--- config.mk ---
export PLATFORM = sky130hd
export DESIGN_NAME = seg_time_decoder
export DESIGN_NICKNAME = d
export VERILOG_FILES = /design/src/rtl/seg_time_decoder_pkg.sv /design/src/rtl/seg_time_decoder_seg_to_bcd.sv /design/src/rtl/seg_time_decoder.sv
export SDC_FILE = /design/constraint.sdc
export NUM_CORES = 1
export LEC_CHECK = 0
export BUFFER_PORTS_ARGS = -buffer_cell sky130_fd_sc_hd__buf_2
export CAP_MARGIN = 30
export CORE_AREA = 2 2 116 118
export DETAILED_ROUTE_END_ITERATION = 8
export DIE_AREA = 0 0 118 120
export PLACE_DENSITY = 0.62
export SLEW_MARGIN = 10
export SYNTH_ARGS = -nofsm -noshare
export SYNTH_HDL_FRONTEND = slang
export SYNTH_SLANG_ARGS = --single-unit
export TNS_END_PERCENT = 10
--- constraint.sdc ---
create_clock -name clk -period 5.4 [get_ports clk]
set_input_delay 1.08 -clock clk [delete_from_list [all_inputs] [get_ports clk]]
set_output_delay 1.08 -clock clk [all_outputs]
set_load 0.005 [all_outputs]
--- src/rtl/seg_time_decoder_pkg.sv ---
// Shared constants for the seven-segment time decoder: segment codes, digit slots, limits.
package seg_time_decoder_pkg;

  localparam logic [6:0] SEG_0 = 7'h3F;
  localparam logic [6:0] SEG_1 = 7'h06;
  localparam logic [6:0] SEG_2 = 7'h5B;
  localparam logic [6:0] SEG_3 = 7'h4F;
  localparam logic [6:0] SEG_4 = 7'h66;
  localparam logic [6:0] SEG_5 = 7'h6D;
  localparam logic [6:0] SEG_6 = 7'h7D;
  localparam logic [6:0] SEG_7 = 7'h07;
  localparam logic [6:0] SEG_8 = 7'h7F;
  localparam logic [6:0] SEG_9 = 7'h6F;

  localparam int unsigned HT = 5;
  localparam int unsigned HO = 4;
  localparam int unsigned MT = 3;
  localparam int unsigned MO = 2;
  localparam int unsigned ST = 1;
  localparam int unsigned SO = 0;

  localparam logic [6:0] MAX_HOUR   = 7'd23;
  localparam logic [6:0] MAX_MINSEC = 7'd59;

  typedef enum logic {
    COLLECT = 1'b0,
    EVAL    = 1'b1
  } state_e;

  function automatic logic is_onehot6(input logic [5:0] v);
    return (v != 6'd0) && ((v & (v - 6'd1)) == 6'd0);
  endfunction

endpackage

--- src/rtl/seg_time_decoder_seg_to_bcd.sv ---
// Combinational decoder from an active-high seven-segment pattern to a BCD digit plus legality flag.
module seg_to_bcd
  import seg_time_decoder_pkg::*;
(
  input  logic [6:0] seg,
  output logic [3:0] digit,
  output logic       legal
);

  // Pattern lookup; anything outside the ten digit shapes is illegal
  always_comb begin
    digit = 4'd0;
    legal = 1'b1;
    case (seg)
      SEG_0:   digit = 4'd0;
      SEG_1:   digit = 4'd1;
      SEG_2:   digit = 4'd2;
      SEG_3:   digit = 4'd3;
      SEG_4:   digit = 4'd4;
      SEG_5:   digit = 4'd5;
      SEG_6:   digit = 4'd6;
      SEG_7:   digit = 4'd7;
      SEG_8:   digit = 4'd8;
      SEG_9:   digit = 4'd9;
      default: legal = 1'b0;
    endcase
  end

endmodule

--- src/rtl/seg_time_decoder.sv ---
// Scanned seven-segment display readback: digits in, stable hour/minute/second out.
// Optional watchdog enabled by defining SEG_TIME_DECODER_TIMEOUT_EN.
module seg_time_decoder
  import seg_time_decoder_pkg::*;
#(
  parameter bit          SEG_ACTIVE_LOW = 1'b1,
  parameter int unsigned STABLE_FRAMES  = 2,
  parameter int unsigned TIMEOUT_CYCLES = 1000000
) (
  input  logic       clk,
  input  logic       rst_n,
  input  logic       sample_en,
  input  logic [5:0] dig_sel,
  input  logic [6:0] seg_in,
  output logic [4:0] hour,
  output logic [5:0] minute,
  output logic [5:0] second,
  output logic       time_valid,
  output logic       frame_done,
  output logic       err_seg,
  output logic       err_sel,
  output logic       err_range
);

  localparam logic [3:0] STABLE_K = 4'(STABLE_FRAMES);

  logic [6:0] seg_hi_s;
  logic [3:0] bcd_s;
  logic       legal_s;
  logic       sel_ok_s;
  logic       seg_bad_s;
  logic       frame_ready_s;
  logic       timeout_s;
  logic       in_range_s;
  logic       same_s;
  logic [5:0] mask_r;
  logic [5:0] mask_next_s;
  logic [3:0] digit_r [6];
  logic [6:0] h_s, m_s, s_s;
  logic [6:0] hf_r, mf_r, sf_r;
  logic [6:0] ph_r, pm_r, ps_r;
  logic [3:0] cnt_r;
  logic [3:0] cnt_next_s;
  state_e     state_r;

  assign seg_hi_s      = SEG_ACTIVE_LOW ? ~seg_in : seg_in;
  assign sel_ok_s      = is_onehot6(dig_sel);
  assign seg_bad_s     = sample_en && sel_ok_s && !legal_s;
  assign frame_ready_s = (state_r == COLLECT) && (mask_r == 6'h3F);

  seg_to_bcd u_seg_to_bcd (
    .seg   (seg_hi_s),
    .digit (bcd_s),
    .legal (legal_s)
  );

  assign h_s = {3'b000, digit_r[HT]} * 7'd10 + {3'b000, digit_r[HO]};
  assign m_s = {3'b000, digit_r[MT]} * 7'd10 + {3'b000, digit_r[MO]};
  assign s_s = {3'b000, digit_r[ST]} * 7'd10 + {3'b000, digit_r[SO]};

  assign in_range_s = (hf_r <= MAX_HOUR) && (mf_r <= MAX_MINSEC) && (sf_r <= MAX_MINSEC);
  assign same_s     = ({hf_r, mf_r, sf_r} == {ph_r, pm_r, ps_r});

  // Stability counter successor for a legal frame, saturating at 15
  always_comb begin
    if (!same_s) begin
      cnt_next_s = 4'd1;
    end else if (cnt_r == 4'd15) begin
      cnt_next_s = 4'd15;
    end else begin
      cnt_next_s = cnt_r + 4'd1;
    end
  end

  // A completed mask is handed to EVAL and emptied on the same edge, so a strobe there starts the next frame
  always_comb begin
    mask_next_s = frame_ready_s ? 6'd0 : mask_r;
    if (sample_en && sel_ok_s) begin
      if (legal_s) begin
        mask_next_s = mask_next_s | dig_sel;
      end else begin
        mask_next_s = 6'd0;
      end
    end else begin
      mask_next_s = mask_next_s;
    end
    if (timeout_s) begin
      mask_next_s = 6'd0;
    end else begin
      mask_next_s = mask_next_s;
    end
  end

  // Per-slot digit storage; a repeated slot simply overwrites
  always_ff @(posedge clk or negedge rst_n) begin
    if (!rst_n) begin
      for (int i = 0; i < 6; i++) digit_r[i] <= 4'd0;
    end else if (sample_en && sel_ok_s && legal_s) begin
      for (int i = 0; i < 6; i++) begin
        if (dig_sel[i]) digit_r[i] <= bcd_s;
      end
    end
  end

  // Frame FSM, stability tracking and registered outputs
  always_ff @(posedge clk or negedge rst_n) begin
    if (!rst_n) begin
      state_r      <= COLLECT;
      mask_r       <= 6'd0;
      hf_r         <= 7'd0;
      mf_r         <= 7'd0;
      sf_r         <= 7'd0;
      ph_r         <= 7'd0;
      pm_r         <= 7'd0;
      ps_r         <= 7'd0;
      cnt_r        <= 4'd0;
      hour         <= 5'd0;
      minute       <= 6'd0;
      second       <= 6'd0;
      time_valid   <= 1'b0;
      frame_done   <= 1'b0;
      err_seg      <= 1'b0;
      err_sel      <= 1'b0;
      err_range    <= 1'b0;
    end else begin
      mask_r     <= mask_next_s;
      err_sel    <= sample_en && !sel_ok_s;
      err_seg    <= seg_bad_s;
      frame_done <= 1'b0;
      err_range  <= 1'b0;
      case (state_r)
        COLLECT: begin
          if (frame_ready_s) begin
            state_r <= EVAL;
            hf_r    <= h_s;
            mf_r    <= m_s;
            sf_r    <= s_s;
          end else begin
            state_r <= COLLECT;
          end
        end
        EVAL: begin
          state_r <= COLLECT;
          if (in_range_s) begin
            frame_done <= 1'b1;
            cnt_r      <= cnt_next_s;
            ph_r       <= hf_r;
            pm_r       <= mf_r;
            ps_r       <= sf_r;
            if (cnt_next_s >= STABLE_K) begin
              hour       <= hf_r[4:0];
              minute     <= mf_r[5:0];
              second     <= sf_r[5:0];
              time_valid <= 1'b1;
            end else begin
              time_valid <= 1'b0;
            end
          end else begin
            err_range  <= 1'b1;
            cnt_r      <= 4'd0;
            time_valid <= 1'b0;
          end
        end
        default: state_r <= COLLECT;
      endcase
      // Corrupt digits or a stalled display invalidate everything gathered so far
      if (seg_bad_s || timeout_s) begin
        cnt_r      <= 4'd0;
        time_valid <= 1'b0;
      end
    end
  end

`ifdef SEG_TIME_DECODER_TIMEOUT_EN
  localparam int unsigned WD_W = $clog2(TIMEOUT_CYCLES + 1);
  logic [WD_W-1:0] wd_r;

  assign timeout_s = (wd_r == WD_W'(TIMEOUT_CYCLES - 1));

  // Cycles since the last accepted frame, saturating once the watchdog has fired
  always_ff @(posedge clk or negedge rst_n) begin
    if (!rst_n) begin
      wd_r <= '0;
    end else if (frame_done) begin
      wd_r <= '0;
    end else if (wd_r != WD_W'(TIMEOUT_CYCLES)) begin
      wd_r <= wd_r + 1'b1;
    end
  end
`else
  assign timeout_s = 1'b0;
`endif

endmodule

; Word-level counts from Yosys, hierarchy flattened
; Cells that the tools add are included.
[totals]
reg_bits = 99
in_bits = 16
out_inout_bits = 22
elab_cells = 95
[op_classes]
addsub = 5
n_mul = 3
magnitude_cmp = 4
n_eq_ne = 13
mux = 20
bitwise = 4
n_reduce_logical = 23
[op_table]
columns = op, count
row1 = "== test 7 bit, second input constant", 7
row2 = one-hot mux 4 bit (9 select lines), 1
row3 = adder 7 x 4 -> 7 bit, 3
row4 = == test 21 bit, 1
row5 = two-way mux 4 bit, 5
row6 = "multiplier 4 x 3 -> 6 bit, second input constant", 3
row7 = two-way mux 6 bit, 3
row8 = AND reduction 2 bit, 8
row9 = "== test 7 x 3 -> 1 bit, second input constant", 2
row10 = "less-or-equal comparator 7 x 6 -> 1 bit, second input constant", 2
row11 = two-way mux 1 bit, 10
row12 = OR reduction 10 bit, 1
row13 = logical AND 1 bit, 8
row14 = "== test 7 x 6 -> 1 bit, second input constant", 1
row15 = "less-or-equal comparator 7 x 5 -> 1 bit, second input constant", 1
row16 = inverter 7 bit, 1
row17 = AND 6 bit, 1
row18 = "== test 6 bit, second input constant", 1
row19 = logical NOT 6 bit, 1
row20 = OR 6 bit, 1
row21 = nonzero test 6 bit, 1
row22 = "subtractor 6 x 1 -> 6 bit, second input constant", 1
row23 = "adder 4 x 1 -> 4 bit, second input constant", 1
row24 = "== test 4 bit, second input constant", 1
row25 = other kinds (6), 7

; Longest topological paths before layout
[logic_depth]
ltp_word = 8
ltp_mapped = 9
mapped_depth_nobuf = 7

; By module
; Synthesis repeated with hierarchy kept, for this count alone.
[hier_totals]
cells_unflattened = 466
hier_area_um2 = 4983.5
[by_module_without_submodules]
columns = module, n_inst, cells_each, area_each_um2, seq_area_each_um2
row1 = seg_time_decoder, 1, 434, 4782.1, 2477.4
row2 = seg_to_bcd, 1, 32, 201.4, 0.0

; Worst setup path before layout
; No wires, ideal clock.
[synth_path]
path_type = input-to-reg
start = input port seg_in[1]
end = register digit_r[5] (netlist name)
setup_time_ns = 0.125
arrival_time_ns = 2.559
t_required_ns = 5.275
slack_ns = 2.716
path_stages = 7
path_buffers = 2
cell_sequence = buf_6 or4b_1 nor3_2 a311oi_2 buf_6 a21oi_2 mux2_2
[synth_between]
elab_chain_cells = 6
elab_cells_between_ends = 16
classes_between = eq/ne: 10 / mux: 2 / bitwise: 1 / reduce/logical: 3
[synth_lines]
columns = item, line_no
row1 = start: declaration, seg_time_decoder.sv:14  ; input logic [6:0] seg_in,
row2 = inverter 7 bit (*), seg_time_decoder.sv:46  ; assign seg_hi_s = SEG_ACTIVE_LOW ? ~seg_in : seg_in;
row3 = "== test 7 x 6 -> 1 bit, or another cell as far along", seg_time_decoder_seg_to_bcd.sv:14  ; case (seg)
row4 = OR reduction 10 bit (no line), n/a
row5 = two-way mux 1 bit, seg_time_decoder_seg_to_bcd.sv:14
row6 = logical AND 1 bit, seg_time_decoder.sv:98  ; end else if (sample_en && sel_ok_s && legal_s) begin
row7 = AND reduction 2 bit (no line), n/a
row8 = end signal: indexed assignment, seg_time_decoder.sv:100  ; if (dig_sel[i]) digit_r[i] <= bcd_s;
row9 = end: declaration, seg_time_decoder.sv:38  ; logic [3:0] digit_r [6];
; Mark *: on every way between the ends. The rest lies on a longest branch, timed or not.
; A chain may end at the register's enable or synchronous reset.

; Worst setup path in the final report
[layout_path]
start = register mf_r[4]
end = register minute[4]
[layout_between]
elab_chain_cells = 4
elab_cells_between_ends = 7
classes_between = order compare: 2 / eq/ne: 1 / mux: 1 / reduce/logical: 3
[layout_lines]
columns = item, line_no
row1 = start: declaration, seg_time_decoder.sv:40  ; logic [6:0] hf_r, mf_r, sf_r;
row2 = start signal: assignment, seg_time_decoder.sv:136  ; mf_r <= m_s;
row3 = == test 21 bit or less-or-equal comparator 7 x 6 -> 1 bit (tied branches), "seg_time_decoder.sv:62, seg_time_decoder.sv:61"
row4 = two-way mux 4 bit or logical AND 1 bit (tied branches), "seg_time_decoder.sv:66, seg_time_decoder.sv:61"
row5 = greater-or-equal comparator 4 x 2 -> 1 bit or logical AND 1 bit (tied branches), "seg_time_decoder.sv:150, seg_time_decoder.sv:61"
row6 = AND reduction 3 bit (no line), n/a
row7 = end signal: assignment, seg_time_decoder.sv:152  ; minute <= mf_r[5:0];
row8 = end: declaration, seg_time_decoder.sv:16  ; output logic [5:0] minute,
; Several ways; a longest one is shown, not always the timed one.

==> flow_metrics.py <==
metrics = {
    "routing": {
        "wl_um": 10500,
        "antenna_left": 0,
        "dr.pass1.iters": 4,
        "viasPerCell": 5.00,
        "num_vias": 3513,
        "wire_per_inst_um": 14.9,
        "drtIter0Drc": 262,
        "drc": 0,
    },
    "cts": {
        "clk_pin_slew_worst_paths_ns": 0.07,
        "clk_latency_ns": 0.34,
        "numCtsBuffers": 9,
        "clockRootBuffer": "clkbuf_16",
        "clockBufferDepth": 2,
        "cts_sinks": 99,
        "post_cts_resized": 0,
        "cts_hold_buf": 0,
        "cts_tree": "done",
        "cts_setup_buffers": 0,
        "htree_levels": 3,
    },
    "setup_path": {
        "cpMostUsedCell": "nand4_1",
        "worstPathCellList": "nand4_1 -> nand4_1 -> or2_1 -> clkinv_2 -> and4b_1 -> buf_8 -> mux2_4",
        "slowest_stage": "or2_1",
        "startpoint_type": "flop",
        "required_ns": 5.63,
        "cp.arrival_ns": 3.34,
        "worst-path-max-fanout": 24,
        "critPathKind": "flop to flop",
        "r2r-end": "minute[4]$_DFFE_PN0P_",
        "rr_worst_depth": 7,
        "slowest_delay_ns": 0.65,
        "endpoint_kind": "flop",
        "rrSetupSlack_ns": 2.28,
        "r2r-start": "mf_r[4]$_DFFE_PN0P_",
    },
    "grt": {
        "track_usage_pct": 15.7,
        "antenna_found_initial": 0,
        "grt-ovfl-total": 0,
        "grt_pass1_wl_um": 17700,
        "grt_max_degree": 71,
        "grt_pass1_vias": 3411,
    },
    "sta": {
        "slew_viol_final": 0,
        "timing.fmax_mhz": 321,
        "hold_viol": 0,
        "rsz0062_at_grt": "no",
        "timing.slew.headroom_pct": 45.5,
        "post-route-period-util_pct": 57.7,
        "fin_crit_ns": 3.12,
        "fin_tns_setup_ns": 0,
        "finalSetupViolations": 0,
        "fin_worst_skew_ns": 0.00854,
        "tightest_slew_ns": 0.817,
    },
    "final_layout": {
        "area_growth_pct": 12.5,
        "fillers": 1245,
        "nNetsFinal": 562,
        "multi_input_area_sq_um": 2400,
        "diodes": 0,
        "finalNonFillerCells": 702,
        "mostFrequentLayoutCells": "nand2_1 (103), dfrtp_1 (99), o21ai_0 (39)",
        "seqCellArea_sq_um": 2480,
        "drive_gt1_share_pct": 17.1,
        "final_common_cell": "nand2_1",
    },
    "status": {
        "outcome": "finished clean",
    },
    "worst_hold_path": {
        "hp-start": "ps_r[0]$_DFFE_PN0P_",
        "min_to": "ps_r[0]$_DFFE_PN0P_",
        "worstHoldPathCells": 2,
        "min_path_type": "flop to flop",
    },
    "floorplan": {
        "die_area_sq_um": 14200,
        "core_sq_um": 13000,
        "die_w_um": 118,
        "fp-row-count": 42,
        "dieHeight_um": 120,
        "start_util_pct": 39.1,
        "io_pins": 38,
    },
    "power": {
        "p_leak_nw": 2.80,
        "power.density_nw_per_um2": 257,
        "total_power_mw": 1.47,
        "peakVddDrop_uv": 173,
    },
    "synth": {
        "synth_ff_type": "dfrtp_1",
        "async_flop_share_pct": 100,
        "ys_warn_count": 0,
        "syn_avg_cell_area_sq_um": 10.5,
        "ys_ff_latch": 99,
        "synthTopCellsByArea": "dfrtp_1 (49%), nand2_1 (7.6%), ha_1 (4.7%)",
        "yosys.area.top_type_share_pct": 48.8,
        "synth_area_sq_um": 5070,
        "yosysTopAreaCell": "dfrtp_1",
        "yosys.cell_types.count": 54,
        "synthCells": 485,
        "syn_nets": 526,
        "synth_seq_area_share_pct": 48.8,
        "synth_edf_count": 0,
    },
    "placement": {
        "dp.final_hpwl_um": 7690,
        "place_inst": 684,
        "port_buffers": 37,
        "routabilityCongestion": 0.766,
    },
    "run": {
        "cap_violations": 0,
    },
}
-- metrics by stage --
step                      hold slack (ns)  utilization (%)  worst slack, ns  cell area (sq um)
after floorplan                     0.440                -             2.72               5070
after global placement              0.479             41.5             2.18               5390
after detailed placement            0.484             41.6             2.30               5400
after CTS                           0.499             43.7             2.28               5680
after global routing                0.518             44.0             2.06               5710
final                               0.501             44.0             2.28               5710
-- power breakdown --
group	switching [mW]	leakage [nW]	internal, mW	total, mW
Combinational	0.0600	1.33	0.0403	0.100
Sequential	0.0150	1.34	0.760	0.775
Clock	0.267	0.126	0.327	0.594
Total	0.342	2.80	1.13	1.47
-- sequential cells by signal, indices dropped and copies added, names as in the netlist, 6 cells and up --
name and flops:
ph_r 7, ps_r 7, mf_r 7, hf_r 7, pm_r 7, mask_r 6, minute 6, second 6
digit_r 24, sf_r 7
-- layer usage --
layer | up-vias | wire length [um] | global-route usage (%)
met5 | - | 0 | 0
met4 | 0 | 100 | 4.07
met3 | 8 | 300 | 3.14
met2 | 57 | 4870 | 24.9
met1 | 1712 | 5200 | 22.1
li1 | 1736 | - | -
-- how the worst max path moves through the flow --
stage	startpoint	to	slack (ns)	cells past startpoint
floorplan	seg_in[1]	digit_r[5]$_DFFE_PN0P_	2.72	7
global placement	sf_r[6]$_DFFE_PN0P_	minute[5]$_DFFE_PN0P_	2.18	6
detailed placement	sf_r[6]$_DFFE_PN0P_	minute[5]$_DFFE_PN0P_	2.30	7
CTS	sf_r[6]$_DFFE_PN0P_	minute[5]$_DFFE_PN0P_	2.28	7
global route	mf_r[4]$_DFFE_PN0P_	hour[3]$_DFFE_PN0P_	2.06	7
finish	mf_r[4]$_DFFE_PN0P_	minute[4]$_DFFE_PN0P_	2.28	7
-- cells by family (layout without fill, tap and decap cells) --
family,Yosys count,after routing,synth area share [%]
and+or+nand+nor,173,173,16.5
buffers and inverters,38,79,3.90
DFF,99,99,48.8
muxes,25,25,6.16
AOI/OAI and AO/OA,86,86,10.8
adders and majority gates,25,25,7.05
xor gates and xnor gates,39,39,6.73
-- cell usage after synthesis (3+ instances only) --
cell type,instances
mux2_4,9
nand2_1,103
and4b_1,3
and2_1,7
xor2_1,14
nand4_1,11
inv_1,18
and3_1,4
nand3_1,4
dfrtp_1,99
o22a_1,5
ha_1,19
fa_1,6
a21o_1,5
buf_6,4
mux2_2,14
nor3_1,6
a41oi_1,3
clkbuf_1,10
nor2_1,12
o21ai_0,39
and4_1,3
a21oi_1,18
nor2b_1,8
xnor2_1,25
-- area by class of cell --
class                           count  area share (%)
Timing Repair Buffer               44            4.65
Sequential cell                    99            43.4
Clock buffer                       13            4.38
Inverter                           19            1.27
Clock inverter                      3           0.416
Multi-Input combinational cell    348            42.0
Tap cell                          176            3.86
-- worst max-delay path, delay by kind of cell (launching register included) --
family        cells  cell delay (ns)
simple gates      4             1.50
flops             1             0.43
buf+inv           2             0.77
mux               1             0.30
No activity file was read; power rests on OpenSTA's default activity.
